<file path="src/rtl/instr_encoder_loader.sv">
`default_nettype none
// ----------------------------------------------------------------------
// instr_encoder_loader: encodes mnemonic requests into MIPS words and
// streams them to the instruction-memory write port.   Rev 1.0
// ----------------------------------------------------------------------
module instr_encoder_loader #(
  parameter int ADDR_W = 10,
  parameter int BASE   = 0,
  parameter int DEPTH  = 1024
) (
  input  logic              clk,
  input  logic              reset,
  input  logic              start,
  input  logic              in_valid,
  output logic              in_ready,
  input  logic [3:0]        in_mnem,
  input  logic [4:0]        in_rs,
  input  logic [4:0]        in_rt,
  input  logic [4:0]        in_rd,
  input  logic [4:0]        in_shamt,
  input  logic [15:0]       in_imm,
  input  logic [25:0]       in_index,
  input  logic              in_last,
  output logic              im_we,
  input  logic              im_ready,
  output logic [ADDR_W-1:0] im_addr,
  output logic [31:0]       im_wdata,
  output logic              busy,
  output logic              done,
  output logic              err,
  output logic [ADDR_W:0]   count
);

  localparam logic [ADDR_W-1:0] BASE_C  = ADDR_W'(BASE);
  localparam logic [ADDR_W:0]   DEPTH_C = (ADDR_W+1)'(DEPTH);

  typedef enum logic [1:0] {S_IDLE, S_RUN, S_DONE, S_ERR} state_t;

  state_t      state;
  logic        last_pending;
  logic [31:0] enc_word;
  logic        illegal;
  logic        accept;
  logic        wr_done;
  logic        full;

  always_comb begin
    enc_word = 32'h0000_0000;
    illegal  = 1'b0;
    case (in_mnem)
      4'd0:    enc_word = 32'h0000_0000;
      4'd1:    enc_word = {6'b000000, in_rs, in_rt, in_rd, 5'b00000, 6'b100000};
      4'd2:    enc_word = {6'b000000, in_rs, in_rt, in_rd, 5'b00000, 6'b100010};
      4'd3:    enc_word = {6'b000000, 5'b00000, in_rt, in_rd, in_shamt, 6'b000000};
      4'd4:    enc_word = {6'b000000, in_rs, 15'b0, 6'b001000};
      4'd5:    enc_word = {6'b001101, in_rs, in_rt, in_imm};
      4'd6:    enc_word = {6'b100011, in_rs, in_rt, in_imm};
      4'd7:    enc_word = {6'b101011, in_rs, in_rt, in_imm};
      4'd8:    enc_word = {6'b000100, in_rs, in_rt, in_imm};
      4'd9:    enc_word = {6'b001111, 5'b00000, in_rt, in_imm};
      4'd10:   enc_word = {6'b000011, in_index};
      default: illegal  = 1'b1;
    endcase
  end

  assign in_ready = (state == S_RUN) & (!im_we | im_ready) & !last_pending;
  assign accept   = in_valid & in_ready;
  assign wr_done  = im_we & im_ready;
  // A word still sitting in the output register counts against the session budget.
  assign full     = (count + {{ADDR_W{1'b0}}, im_we}) == DEPTH_C;

  always_ff @(posedge clk) begin
    if (reset) begin
      state        <= S_IDLE;
      last_pending <= 1'b0;
      im_we        <= 1'b0;
      im_addr      <= BASE_C;
      im_wdata     <= 32'h0000_0000;
      busy         <= 1'b0;
      done         <= 1'b0;
      err          <= 1'b0;
      count        <= '0;
    end else begin
      done <= 1'b0;
      if (wr_done) begin
        im_we   <= 1'b0;
        im_addr <= im_addr + ADDR_W'(1);
        count   <= count + (ADDR_W+1)'(1);
      end
      case (state)
        S_RUN: begin
          if (accept) begin
            if (illegal || full) begin
              state <= S_ERR;
              busy  <= 1'b0;
              err   <= 1'b1;
            end else begin
              im_we        <= 1'b1;
              im_wdata     <= enc_word;
              last_pending <= in_last;
            end
          end
          if (wr_done && last_pending) begin
            state        <= S_DONE;
            busy         <= 1'b0;
            done         <= 1'b1;
            last_pending <= 1'b0;
          end
        end
        default: begin
          // ERR may still drain a held word above; a new session discards it.
          if (start) begin
            state        <= S_RUN;
            busy         <= 1'b1;
            err          <= 1'b0;
            im_we        <= 1'b0;
            im_addr      <= BASE_C;
            count        <= '0;
            last_pending <= 1'b0;
          end
        end
      endcase
    end
  end

endmodule
`default_nettype wire

</file>
<file path="config.mk">
export PLATFORM = sky130hd
export DESIGN_NAME = instr_encoder_loader
export DESIGN_NICKNAME = d
export VERILOG_FILES = /design/src/rtl/instr_encoder_loader.sv
export SDC_FILE = /design/constraint.sdc
export NUM_CORES = 1
export LEC_CHECK = 0
export CAP_MARGIN = 20
export CORE_MARGIN = 5
export CORE_UTILIZATION = 45
export DETAILED_ROUTE_END_ITERATION = 8
export PLACE_DENSITY = 0.81
export SYNTH_ARGS = -nofsm -noshare
export SYNTH_HDL_FRONTEND = slang
export SYNTH_SLANG_ARGS = --single-unit
</file>
<file path="constraint.sdc">
create_clock -name clk -period 3.4 [get_ports clk]
set_clock_uncertainty 0.2 [all_clocks]
set_input_delay 0.34 -clock clk [delete_from_list [all_inputs] [get_ports clk]]
set_output_delay 0.34 -clock clk [all_outputs]
set_load 0.01 [all_outputs]
</file>
==> summary.md <==
| Metric | Value |
|---|---|
| Core ar. | 0.00761 mm² |
| Crit path from | im_we |
| Final wirelength | 11200 µm |
| Chip height | 97.7 µm |
| Initial antenna violation count | 0 |
| Mapped Cells | 411 |
| Post-Synth Simple-Gate Area | 18.9% |
| Routed len/inst | 17.6 µm |
| Crit path depth | 8 |
| Clock root buffer | clkbuf_8 |
| Worst r2r src | im_we |
| Adder-Cell Fraction of Synth Area | 1.45% |
| Clk sinks | 59 |
| Largest family of logic cells by synthesized area | compound AO/OA/AOI/OAI gates |
| Cell class contributing the biggest share of worst-path delay | compound AO/OA/AOI/OAI gates |
| Highest clock rate | 348 MHz |
| Startpoint Class | flip-flop |
| Crit-path slowest cell | nor2_8 |
| Synth Net Count | 487 |
| Clock Latency Late Sink | 0.34 ns |
| R2R cell count | 8 |
| Max-slew violations | 0 |
| Mux cell area share after synthesis | 0% |
| PostCTS Resize Cnt | 0 |
| Netlist cell types | 60 |
| Power density over the cells | 364 mW/mm² |
| Number of hold buffers added after cts | 0 |
| Final nets | 603 |
| CP endpoint kind | flip-flop |
| Post-Synth XOR/XNOR Area | 4.30% |
| Arr. time, crit path | 2.87 ns |
| Synth Register Bits | 59 |
| Layout Cells excl Fill | 634 |
| Top cell type by total area after synthesis | dfxtp_1 |
| P_leak | 1.69 nW |
| DR vias | 3620 |
| Relative slew slack | 50.5% |
| Post-synth top area share | 34.1% |
| TritonCTS clock tree | done |
| H-tree depth | 3 |
| Fin crit share | 84.6% |
| # rows | 32 |
| Crit-path most repeated cell | ha_1 |
| Area grow syn2layout | 44.3% |
| Post-synthesis compound-gate area fraction | 35.2% |
| Crit Path Category | reg -> reg |
| Pin count of the biggest net entering global routing | 38 |
| Share of layout cells above drive strength 1 | 13.2% |
| RSZ-0062 raised after global routing | false |
| R2R Setup Slk | 0.52 ns |
| Ys Warns | 0 |
| Post-synthesis sequential area ratio | 34.1% |
| Antenna Cells | 0 |
| MaxCap Viol Count | 0 |
| Via density | 5.71 |
| DRT Pass-1 Iters | 5 |
| Initial DRC Count | 223 |
| Worst vdd ir | 0.000248 V |
| Total track usage | 22.7% |
| Critical path fanouts, max | 26 |
| Placed cell count | 618 |
| Starting density of the core | 45.5% |
| Fill cells | 647 |
| CTS buffer count | 9 |
| Post-Syn Area per Cell | 8.43 µm² |
| DRC Markers | 0 |
| RD Place Congestion | 0.916 |
| Post CTS Setup Buffer Count | 0 |
| Crit-path max cell delay | 0.45 ns |
| Crit path capture | im_wdata[27] |
| Die Area | 0.00955 mm² |
| Worst path cell trace | ha_1 -> ha_1 -> a21bo_2 -> a2111oi_2 -> a211o_2 -> a31o_4 -> nor2_8 -> a311oi_1 |
| Status | finished clean |
| Minimum clock period | 2.88 ns |
| Final setup fails | 0 |
| Total gr overflow | 0 |
| Worst EP required | 3.39 ns |
| Port Buffer Count | 128 |
| CTS clk-pin slew, worst paths | 0.07 ns |
| Ys async rst share | 0% |
| Worst hold path class | in -> reg |
| Final Core Density | 65.7% |
| Synth Flop Type | dfxtp_1 |
| Vias in the first global route | 3528 |
| Die X | 97.7 µm |
| DP HPWL | 8250 µm |
| Hold WS | 0.156 ns |
| FF-to-FF End | im_wdata[27] |
| WP buf/inv | 0 |
| TNS Setup | 0 ns |
| Clock Path Buffers | 2 |
| Fin. Hold Viols | 0 |
| Post-synthesis cell area | 0.00346 mm² |
| Worst slew pin tran | 0.741 ns |
| Routed Antenna Nets | 0 |
| Post-synth EDFFs | 0 |
| Synth area leaders | dfxtp_1, a21oi_1, a211oi_2 |
| First-pass GRT wire length | 18000 µm |
| Number of I/O pins | 130 |
-- cells in the final DEF, fill, tap and decap left out, types with 4 or more instances in the layout --
| cell type | n |
|---|---|
| clkbuf_8 | 10 |
| buf_4 | 11 |
| a21oi_2 | 7 |
| a211oi_1 | 6 |
| a2bb2oi_1 | 5 |
| nor2_1 | 47 |
| nor2b_1 | 11 |
| o21ai_0 | 10 |
| ha_1 | 4 |
| nand2_1 | 22 |
| clkdlybuf4s50_1 | 127 |
| inv_1 | 4 |
| a22oi_1 | 19 |
| a211oi_2 | 20 |
| nor3_1 | 9 |
| a22o_1 | 10 |
| xnor2_1 | 9 |
| a21oi_1 | 54 |
| dfxtp_1 | 59 |
| nand4_1 | 7 |
| xor2_1 | 8 |
| nand3_1 | 9 |
-- registers in the layout, summed over array words and instances (netlist names) --
signal and count:
im_addr 10, busy 1, err 1, done 1, state 2, im_we 1
count 11, last_pending 1, im_wdata 31
-- per-stage QoR --
step / setup slack, ns / power (mW) / area, µm²
after floorplan: 0.905 / 0.931 / 3460
after global placement: 0.697 / 1.10 / 4770
after detailed placement: 0.554 / 1.10 / 4770
after CTS: 0.536 / 1.83 / 5000
after global routing: 0.382 / 1.89 / 5000
final: 0.524 / 1.82 / 5000
-- power by group --
part	internal [mW]	total (mW)	switching (mW)
logic	0.185	0.365	0.180
registers	0.714	0.728	0.0144
clock network	0.432	0.724	0.292
-- how the worst min path moves through the flow --
| stage | start | to | slack, ns | cells past startpoint |
|---|---|---|---|---|
| after floorplan | in_last | last_pending | 0.27 | 2 |
| after global placement | im_wdata[5] | im_wdata[5] | 0.26 | 2 |
| after detailed placement | im_wdata[5] | im_wdata[5] | 0.28 | 2 |
| after CTS | reset | state[1] | 0.15 | 3 |
| after global routing | reset | state[1] | 0.17 | 3 |
| final | reset | state[1] | 0.16 | 3 |
-- cells in the mapped netlist (all sizes together), types with 3 or more instances --
master   number
or3           3
xor2          8
ha            4
nand2        23
buf          15
a22oi        19
a211oi       26
nand4         7
o22ai         3
inv           7
dfxtp        59
nor2b        11
a21oi        61
o21ai        12
a22o         10
nand3         9
o211ai        3
nor2         48
a2bb2oi       5
clkbuf       19
xnor2         9
nor3         12
-- layout make-up --
cell class	count	area, µm²	share of cell area, %
Multi-Input combinational cell	311	2080	41.6
Timing Repair Buffer	139	1360	27.2
Sequential cell	59	1180	23.6
Clock buffer	10	138	2.75
Tap cell	102	128	2.55
Clock inverter	6	88.8	1.78
Inverter	7	26.3	0.526
-- worst reg2reg max path, cell delays in order (launching register included) --
cell       delay [ns]
dfxtp_1          0.44
ha_1             0.25
ha_1             0.32
a21bo_2          0.19
a2111oi_2        0.06
a211o_2          0.37
a31o_4           0.28
nor2_8           0.45
a311oi_1         0.18
-- layer usage --
| metal | GRT usage (%) | wire length, µm | up-vias |
|---|---|---|---|
| li1 | - | - | 1746 |
| met2 | 36.5 | 5150 | 172 |
| met5 | 0 | 0 | - |
| met4 | 8.52 | 226 | 0 |
| met3 | 5.64 | 928 | 18 |
| met1 | 29.4 | 4870 | 1684 |
-- logic make-up (layout without fill, tap and decap cells) --
family | Yosys count | in the layout
buf+inv | 41 | 162
other cells | 1 | 1
compound gates | 160 | 160
simple gates | 129 | 129
fa+ha+maj | 4 | 4
xor+xnor | 17 | 17
flops | 59 | 59
(Power assumes the default switching activity.)
